`config.mk`:
```
export PLATFORM = sky130hd
export DESIGN_NAME = serial_full_subtractor_flat
export DESIGN_NICKNAME = d
export VERILOG_FILES = /design/src/rtl/serial_full_subtractor_if.sv /design/src/rtl/serial_full_subtractor.sv /design/src/flat_wrapper.sv
export SDC_FILE = /design/constraint.sdc
export NUM_CORES = 1
export LEC_CHECK = 0
export ABC_CLOCK_PERIOD_IN_PS = 2400
export BUFFER_PORTS_ARGS = -buffer_cell sky130_fd_sc_hd__buf_2
export CAP_MARGIN = 25
export CORE_UTILIZATION = 55
export DETAILED_ROUTE_END_ITERATION = 8
export PLACE_DENSITY = 0.84
export SYNTH_ARGS = -nofsm -noshare
export SYNTH_HDL_FRONTEND = slang
export SYNTH_SLANG_ARGS = --single-unit
export TNS_END_PERCENT = 50
```
`constraint.sdc`:
```
create_clock -name clk -period 2.4 [get_ports clk]
set_input_delay 0 -clock clk [delete_from_list [all_inputs] [get_ports clk]]
set_output_delay 0 -clock clk [all_outputs]
set_load 0.03 [all_outputs]
```
`src/rtl/serial_full_subtractor_if.sv`:
```
`default_nettype none
// ============================================================================
//  serial_full_subtractor_if
//  Operand and result valid/ready handshakes of the bit-serial subtractor.
//  Revision: 1.0
// ============================================================================
interface serial_full_subtractor_if #(
    parameter int WIDTH = 8
);
    logic             in_valid;
    logic             in_ready;
    logic [WIDTH-1:0] A;
    logic [WIDTH-1:0] B;
    logic             Bin;
    logic             out_valid;
    logic             out_ready;
    logic [WIDTH-1:0] DIFF;
    logic             Bout;
    logic             busy;

    modport master (
        output in_valid, A, B, Bin, out_ready,
        input  in_ready, out_valid, DIFF, Bout, busy
    );

    modport slave (
        input  in_valid, A, B, Bin, out_ready,
        output in_ready, out_valid, DIFF, Bout, busy
    );
endinterface
`default_nettype wire

```
`src/rtl/serial_full_subtractor.sv`:
```
`default_nettype none
// ============================================================================
//  serial_full_subtractor
//  LSB-first A - B - Bin using one full-subtractor cell and a borrow flop.
//  Revision: 1.0
// ============================================================================
module serial_full_subtractor #(
    parameter int WIDTH = 8
) (
    input  wire logic               clk,
    input  wire logic               rst,
    serial_full_subtractor_if.slave bus
);
    localparam int c_cnt_w = (WIDTH > 1) ? $clog2(WIDTH) : 1;
    localparam logic [c_cnt_w-1:0] c_last = c_cnt_w'(WIDTH - 1);

    localparam logic [1:0] c_idle = 2'd0;
    localparam logic [1:0] c_busy = 2'd1;
    localparam logic [1:0] c_done = 2'd2;

    logic [1:0]         r_state;
    logic [WIDTH-1:0]   r_a_sr;
    logic [WIDTH-1:0]   r_b_sr;
    logic [WIDTH-1:0]   r_d_sr;
    logic               r_br;
    logic [c_cnt_w-1:0] r_cnt;
    logic [WIDTH-1:0]   r_diff;
    logic               r_bout;
    logic               r_in_ready;
    logic               r_out_valid;
    logic               r_busy;

    logic               w_a;
    logic               w_b;
    logic               w_d;
    logic               w_bn;
    logic [WIDTH-1:0]   w_d_next;

    // Full-subtractor cell on the current LSBs and the running borrow.
    assign w_a      = r_a_sr[0];
    assign w_b      = r_b_sr[0];
    assign w_d      = w_a ^ w_b ^ r_br;
    assign w_bn     = (~w_a & w_b) | (~(w_a ^ w_b) & r_br);
    assign w_d_next = {w_d, r_d_sr[WIDTH-1:1]};

    always_ff @(posedge clk) begin
        if (rst) begin
            r_state     <= c_idle;
            r_a_sr      <= '0;
            r_b_sr      <= '0;
            r_d_sr      <= '0;
            r_br        <= 1'b0;
            r_cnt       <= '0;
            r_diff      <= '0;
            r_bout      <= 1'b0;
            r_in_ready  <= 1'b1;
            r_out_valid <= 1'b0;
            r_busy      <= 1'b0;
        end else begin
            case (r_state)
                c_idle: begin
                    if (bus.in_valid) begin
                        r_a_sr     <= bus.A;
                        r_b_sr     <= bus.B;
                        r_br       <= bus.Bin;
                        r_d_sr     <= '0;
                        r_cnt      <= '0;
                        r_state    <= c_busy;
                        r_in_ready <= 1'b0;
                        r_busy     <= 1'b1;
                    end
                end
                c_busy: begin
                    r_a_sr <= r_a_sr >> 1;
                    r_b_sr <= r_b_sr >> 1;
                    r_d_sr <= w_d_next;
                    r_br   <= w_bn;
                    if (r_cnt == c_last) begin
                        // Counter returns to 0 rather than stepping past WIDTH-1.
                        r_cnt       <= '0;
                        r_diff      <= w_d_next;
                        r_bout      <= w_bn;
                        r_state     <= c_done;
                        r_busy      <= 1'b0;
                        r_out_valid <= 1'b1;
                    end else begin
                        r_cnt <= r_cnt + 1'b1;
                    end
                end
                c_done: begin
                    if (bus.out_ready) begin
                        r_state     <= c_idle;
                        r_out_valid <= 1'b0;
                        r_in_ready  <= 1'b1;
                    end
                end
                default: begin
                    r_state     <= c_idle;
                    r_in_ready  <= 1'b1;
                    r_out_valid <= 1'b0;
                    r_busy      <= 1'b0;
                end
            endcase
        end
    end

    assign bus.in_ready  = r_in_ready;
    assign bus.out_valid = r_out_valid;
    assign bus.busy      = r_busy;
    assign bus.DIFF      = r_diff;
    assign bus.Bout      = r_bout;
endmodule
`default_nettype wire
```
`src/flat_wrapper.sv`:
```
// flat-port wrapper written by rule: the top's interface ports become plain ports
module serial_full_subtractor_flat 
#(
    parameter int WIDTH = 8
)
  (clk, rst, bus_in_valid, bus_A, bus_B, bus_Bin, bus_out_ready, bus_in_ready, bus_out_valid, bus_DIFF, bus_Bout, bus_busy);
  serial_full_subtractor_if #(.WIDTH(WIDTH)) bus_i ();
  input  wire logic clk;
  input  wire logic rst;
  input wire logic [$bits(bus_i.in_valid)-1:0] bus_in_valid;
  input wire logic [$bits(bus_i.A)-1:0] bus_A;
  input wire logic [$bits(bus_i.B)-1:0] bus_B;
  input wire logic [$bits(bus_i.Bin)-1:0] bus_Bin;
  input wire logic [$bits(bus_i.out_ready)-1:0] bus_out_ready;
  output wire logic [$bits(bus_i.in_ready)-1:0] bus_in_ready;
  output wire logic [$bits(bus_i.out_valid)-1:0] bus_out_valid;
  output wire logic [$bits(bus_i.DIFF)-1:0] bus_DIFF;
  output wire logic [$bits(bus_i.Bout)-1:0] bus_Bout;
  output wire logic [$bits(bus_i.busy)-1:0] bus_busy;
  assign bus_i.in_valid = bus_in_valid;
  assign bus_i.A = bus_A;
  assign bus_i.B = bus_B;
  assign bus_i.Bin = bus_Bin;
  assign bus_i.out_ready = bus_out_ready;
  assign bus_in_ready = bus_i.in_ready;
  assign bus_out_valid = bus_i.out_valid;
  assign bus_DIFF = bus_i.DIFF;
  assign bus_Bout = bus_i.Bout;
  assign bus_busy = bus_i.busy;
  serial_full_subtractor #(.WIDTH(WIDTH)) u_core (.clk(clk), .rst(rst), .bus(bus_i));
endmodule
```
# Word-level counts from Yosys, hierarchy flattened
# Index checks and enable logic that the tools add are counted.
totals:
  output_inout_bits: 12
  ff_bits: 42
  in_bits: 21
  elab_cells: 60
op_classes:
  eq_ne: 6
  n_addsub: 1
  bitwise_logic: 10
  reduce_logical: 8
  muxes: 24
ops:
  columns: ["op", "n"]
  rows:
  - ["case mux 8 bit (2 select lines)", 3]
  - ["two-way mux 8 bit", 3]
  - ["AND reduction 3 bit", 4]
  - ["case mux 1 bit (3 select lines)", 3]
  - ["two-way mux 1 bit", 7]
  - ["two-way mux 2 bit", 3]
  - ["two-way mux 3 bit", 2]
  - ["case mux 2 bit (3 select lines)", 1]
  - ["case mux 3 bit (2 select lines)", 1]
  - ["inverter 1 bit", 5]
  - ["!= test 2 bit, second input constant", 2]
  - ["AND reduction 2 bit", 2]
  - ["adder 3 x 1 -> 3 bit, second input constant", 1]
  - ["equality test 3 bit, second input constant", 1]
  - ["bitwise AND 1 bit", 2]
  - ["equality test 2 x 1 -> 1 bit, second input constant", 1]
  - ["equality test 2 bit, second input constant", 1]
  - ["logical NOT 2 bit", 1]
  - ["!= test 2 x 1 -> 1 bit, second input constant", 1]
  - ["case mux 1 bit (2 select lines)", 1]
  - ["nonzero test 2 bit", 1]
  - ["XOR 1 bit", 2]
  - ["OR 1 bit", 1]

# Depth between registers and ports, before layout
logic_depth:
  ltp_word: 5
  mapped_depth: 6
  mapped_depth_nobuf: 5

# Worst setup path after synthesis
# Ideal clock, no wire load.
synth_path:
  path_type: "register to register"
  from: "register u_core.r_cnt[0]"
  to: "register u_core.r_cnt[1]"
  setup_slack_ns: 1.154
  required_time_ns: 2.272
  period_less_slack_ns: 1.246
  stages_incl_launch_ff: 7
  arrival_time_ns: 1.119
  path_buffers: 1
  setup_time_ns: 0.128
  cell_sequence: "dfxtp_1 ha_1 ha_1 buf_2 inv_1 a32oi_1 nor2_1"
synth_between:
  elab_chain_len: 3
  elab_cells_between_ends: 4
  cone_classes: "1 x add/sub; 1 x eq/ne; 2 x mux"
synth_rtl:
  columns: ["element", "line_no", "source"]
  rows:
  - ["start: declaration", "serial_full_subtractor.sv:26", "logic [c_cnt_w-1:0] r_cnt;"]
  - ["start signal: assignment", "serial_full_subtractor.sv:87", "r_cnt <= r_cnt + 1'b1;"]
  - ["adder 3 x 1 -> 3 bit / equality test 3 bit (equally long branches)", "serial_full_subtractor.sv:87, serial_full_subtractor.sv:78", null]
  - ["two-way mux 3 bit *", "serial_full_subtractor.sv:78", "if (r_cnt == c_last) begin"]
  - ["case mux 3 bit (2 select lines) *", "serial_full_subtractor.sv:60", "case (r_state)"]
# Mark *: on every way between the ends. The rest lies on a longest branch, timed or not.
# A chain may end at the register's enable or synchronous reset.

# Final worst setup path
layout_path:
  from: "register u_core.r_cnt[0]"
  to: "register u_core.r_bout (netlist: u_core.bus.Bout)"
layout_between:
  elab_chain_len: 2
layout_rtl:
  columns: ["element", "line_no", "source"]
  rows:
  - ["equality test 3 bit", "serial_full_subtractor.sv:78", null]
  - ["AND reduction 2 bit (no source line)", null, null]
  - ["end signal: assignment", "serial_full_subtractor.sv:82", "r_bout <= w_bn;"]
  - ["end: declaration", "serial_full_subtractor.sv:28", "logic r_bout;"]
# No other way between the ends.

==> qor.csv <==
metric,value,unit
hpwl,2165,um
vias,1426,
holdWs,0.01522,ns
routed_via_density,5.301,
area_growth,16.22,%
port_buffers,32,
slew_headroom,0.4455,
cpMostUsedCell,ha_1,
die_w,59.42,um
synth_edf_count,0,
drt_iter0_drc,79,
cts_resized,0,
clk_path_buf_depth,2,
cts-root-buf,clkbuf_4,
cts_tree,built,
grt_util_all_layers,0.2162,
drc_errors,0,
seq_area_frac_synth,0.4527,
max_cap_viol_count,0,
core,3078,um2
p_leak,0.8596,nW
finalSetupTns,0,ns
rsz0062_at_grt,no,
post-cts-setup-buffers,0,
syn_nets,213,
ys_types,36,
post_drt_wl_per_cell,12.79,um
syn_avg_cell_area,9.593,um2
antenna_found_initial,0,
chipHeight,59.42,um
syn_area,1813,um2
switching_share,0.2489,
critPathSlowestCell,ha_1,
ys_ff_latch,41,
startpoint,u_core.r_cnt[0],
row_count,20,
required,2.61,ns
post-place-ws,0.7522,ns
cp_max_fo,13,
max_stage_delay,0.46,ns
grt_pass1_vias,1299,
ant_nets,0,
clkSinkCount,41,
crit_cells,5,
endpoint_kind,flip-flop,
grt_max_degree,42,
ys.flop_type,dfxtp_1,
maxSlewViolCount,0,
fin_skew,0.01350,ns
path_cells,"ha_1, ha_1, nand3b_2, nor2_1, nor3_1",
critPathBufInv,0,
rr_startpoint,u_core.r_cnt[0],
async_reset_ff_frac,0,
gp_congestion,0.7412,
hold_class,primary input to flip-flop,
r2r_end,u_core.bus.Bout,
setup_viol,0,
max-vdd-ir-drop,462.6,uV
p_sw,0.3455,mW
clkPwrFrac,0.339,
comb_power_share,0.131,
arrival,1.88,ns
clk_latency,0.35,ns
status,"complete, no violations",
fin_ws,0.7314,ns
power_density,658.7,nW/um2
start_util,0.5890,
ff2ff_path_depth,5,
seq_power_share,0.530,
num-nets-final,248,
final.period_utilization,0.6953,
tightest_slew,0.8317,ns
grt_first_pass_wirelength,5623,um
antenna_cells,0,
htree_num_levels,2,
cts_buffers,5,
period_minus_slack,1.669,ns
r2r_slack,0.73,ns
synth_cells,189,
drive_gt1_frac,0.2978,
startpoint_type,flip-flop,
max_freq,0.5993,GHz
yosysWarnings,0,
path_class,flip-flop to flip-flop,
drt_wl_total,3441,um
internal_power,1.042,mW
path_delay_family,adder cells,
clk_pin_slew_worst_paths,0.12,ns
ios,33,
power,1.388,mW
gr-total-overflow,0,
crit_end,u_core.bus.Bout,
die-area,3530,um2
hold_viol,0,
first_pass_iters,4,
[sequential cells by signal, summed over array words and instances (netlist names)]
register              flops
u_core.bus.DIFF           8
u_core.r_a_sr             8
u_core.r_b_sr             8
u_core.r_d_sr             7
u_core.r_cnt              3
u_core.r_state            2
u_core.bus.Bout           1
u_core.bus.busy           1
u_core.bus.in_ready       1
u_core.bus.out_valid      1
u_core.r_br               1
[timing repair]
action,4_1_cts,5_1_grt
hold buffers,8,0
hold endpoints to repair,9,0
setup endpoints to repair,0,0
[routing by layer]
metal  routed length [um]  up-vias  GRT usage
met1                 1613      648     0.2585
met4                   69        0    0.07143
met3                  153       11    0.06769
li1                     -      726          -
met5                    0        -          0
met2                 1605       41     0.3660
[how the worst min path moves through the flow]
stage | startpoint | end | slack, ns | cells past startpoint
floorplan | bus_A[7] | u_core.r_a_sr[7] | 0.16 | 2
global placement | bus_B[7] | u_core.r_b_sr[7] | 0.28 | 3
detailed placement | bus_B[7] | u_core.r_b_sr[7] | 0.28 | 3
CTS | bus_B[0] | u_core.r_b_sr[0] | 0.007 | 3
global route | bus_Bin | u_core.r_br | 0.03 | 3
finish | bus_B[0] | u_core.r_b_sr[0] | 0.02 | 3
[synth_stat cells, types with 2 or more instances]
cell,instances,share of area
inv_1,5,0.010
a211oi_2,11,0.076
nand3b_1,3,0.012
nor2_1,27,0.056
a21oi_1,15,0.041
nand2_1,9,0.019
buf_2,3,0.0083
ha_1,2,0.014
a22oi_1,8,0.033
clkbuf_1,2,0.0041
mux2i_1,12,0.066
o21ai_0,2,0.0055
nor2_2,9,0.031
buf_1,3,0.0062
nor4_1,4,0.014
buf_6,5,0.031
o21bai_1,2,0.0083
nand3_1,8,0.022
dfxtp_1,41,0.45
nor3_1,2,0.0055
[worst register-to-register path, stage by stage (launching register included)]
cell      delay, ns
dfxtp_1        0.37
ha_1           0.16
ha_1           0.46
nand3b_2       0.31
nor2_1         0.17
nor3_1         0.06
[per-stage QoR]
step	util	area (um2)	std cells
after floorplan	-	1813	189
after global placement	0.6297	1938	253
after detailed placement	0.6297	1938	253
after CTS	0.6846	2107	269
after global routing	0.6846	2107	269
final	0.6846	2107	269
[cell usage in the layout, fill, tap and decap left out, types with 2 or more instances in the layout]
cell / n
a22oi_1: 8
nand2_1: 9
o21ai_0: 2
a21oi_1: 15
nand3_1: 8
ha_1: 2
nor2_2: 9
a211oi_2: 11
clkbuf_4: 5
buf_4: 3
dfxtp_1: 41
nor3_1: 2
nor4_1: 4
mux2i_1: 12
nor2_1: 27
nand3b_1: 3
o21bai_1: 2
dlygate4sd3_1: 8
inv_1: 5
buf_2: 32
[logic make-up after synthesis]
logic type                 share of synthesized area
AOI/OAI and AO/OA                             0.1905
muxes                                        0.06626
DFF                                           0.4527
buffers and inverters                        0.07246
adders and majority gates                    0.02484
and+or+nand+nor                               0.1932
[layout make-up]
class | instances | area [um2]
multi-input combinational | 128 | 860.8
timing repair buffer | 43 | 262.8
fill | 259 | 970.9
sequential | 41 | 820.8
tap | 44 | 55.05
clock buffer | 6 | 51.30
clock inverter | 2 | 37.54
inverter | 5 | 18.77
[power groups by stage]
| stage | sequential [mW] | combinational, mW | clock (mW) |
|---|---|---|---|
| 5_1_grt | 0.740 | 0.201 | 0.496 |
| 6_report | 0.735 | 0.182 | 0.471 |
| 3_5_place_dp | 0.749 | 0.170 | 0 |
| 4_1_cts | 0.735 | 0.182 | 0.475 |
| 2_1_floorplan | 0.751 | 0.138 | 0 |
| 3_3_place_gp | 0.750 | 0.165 | 0 |
No activity file was read; power rests on OpenSTA's default activity.
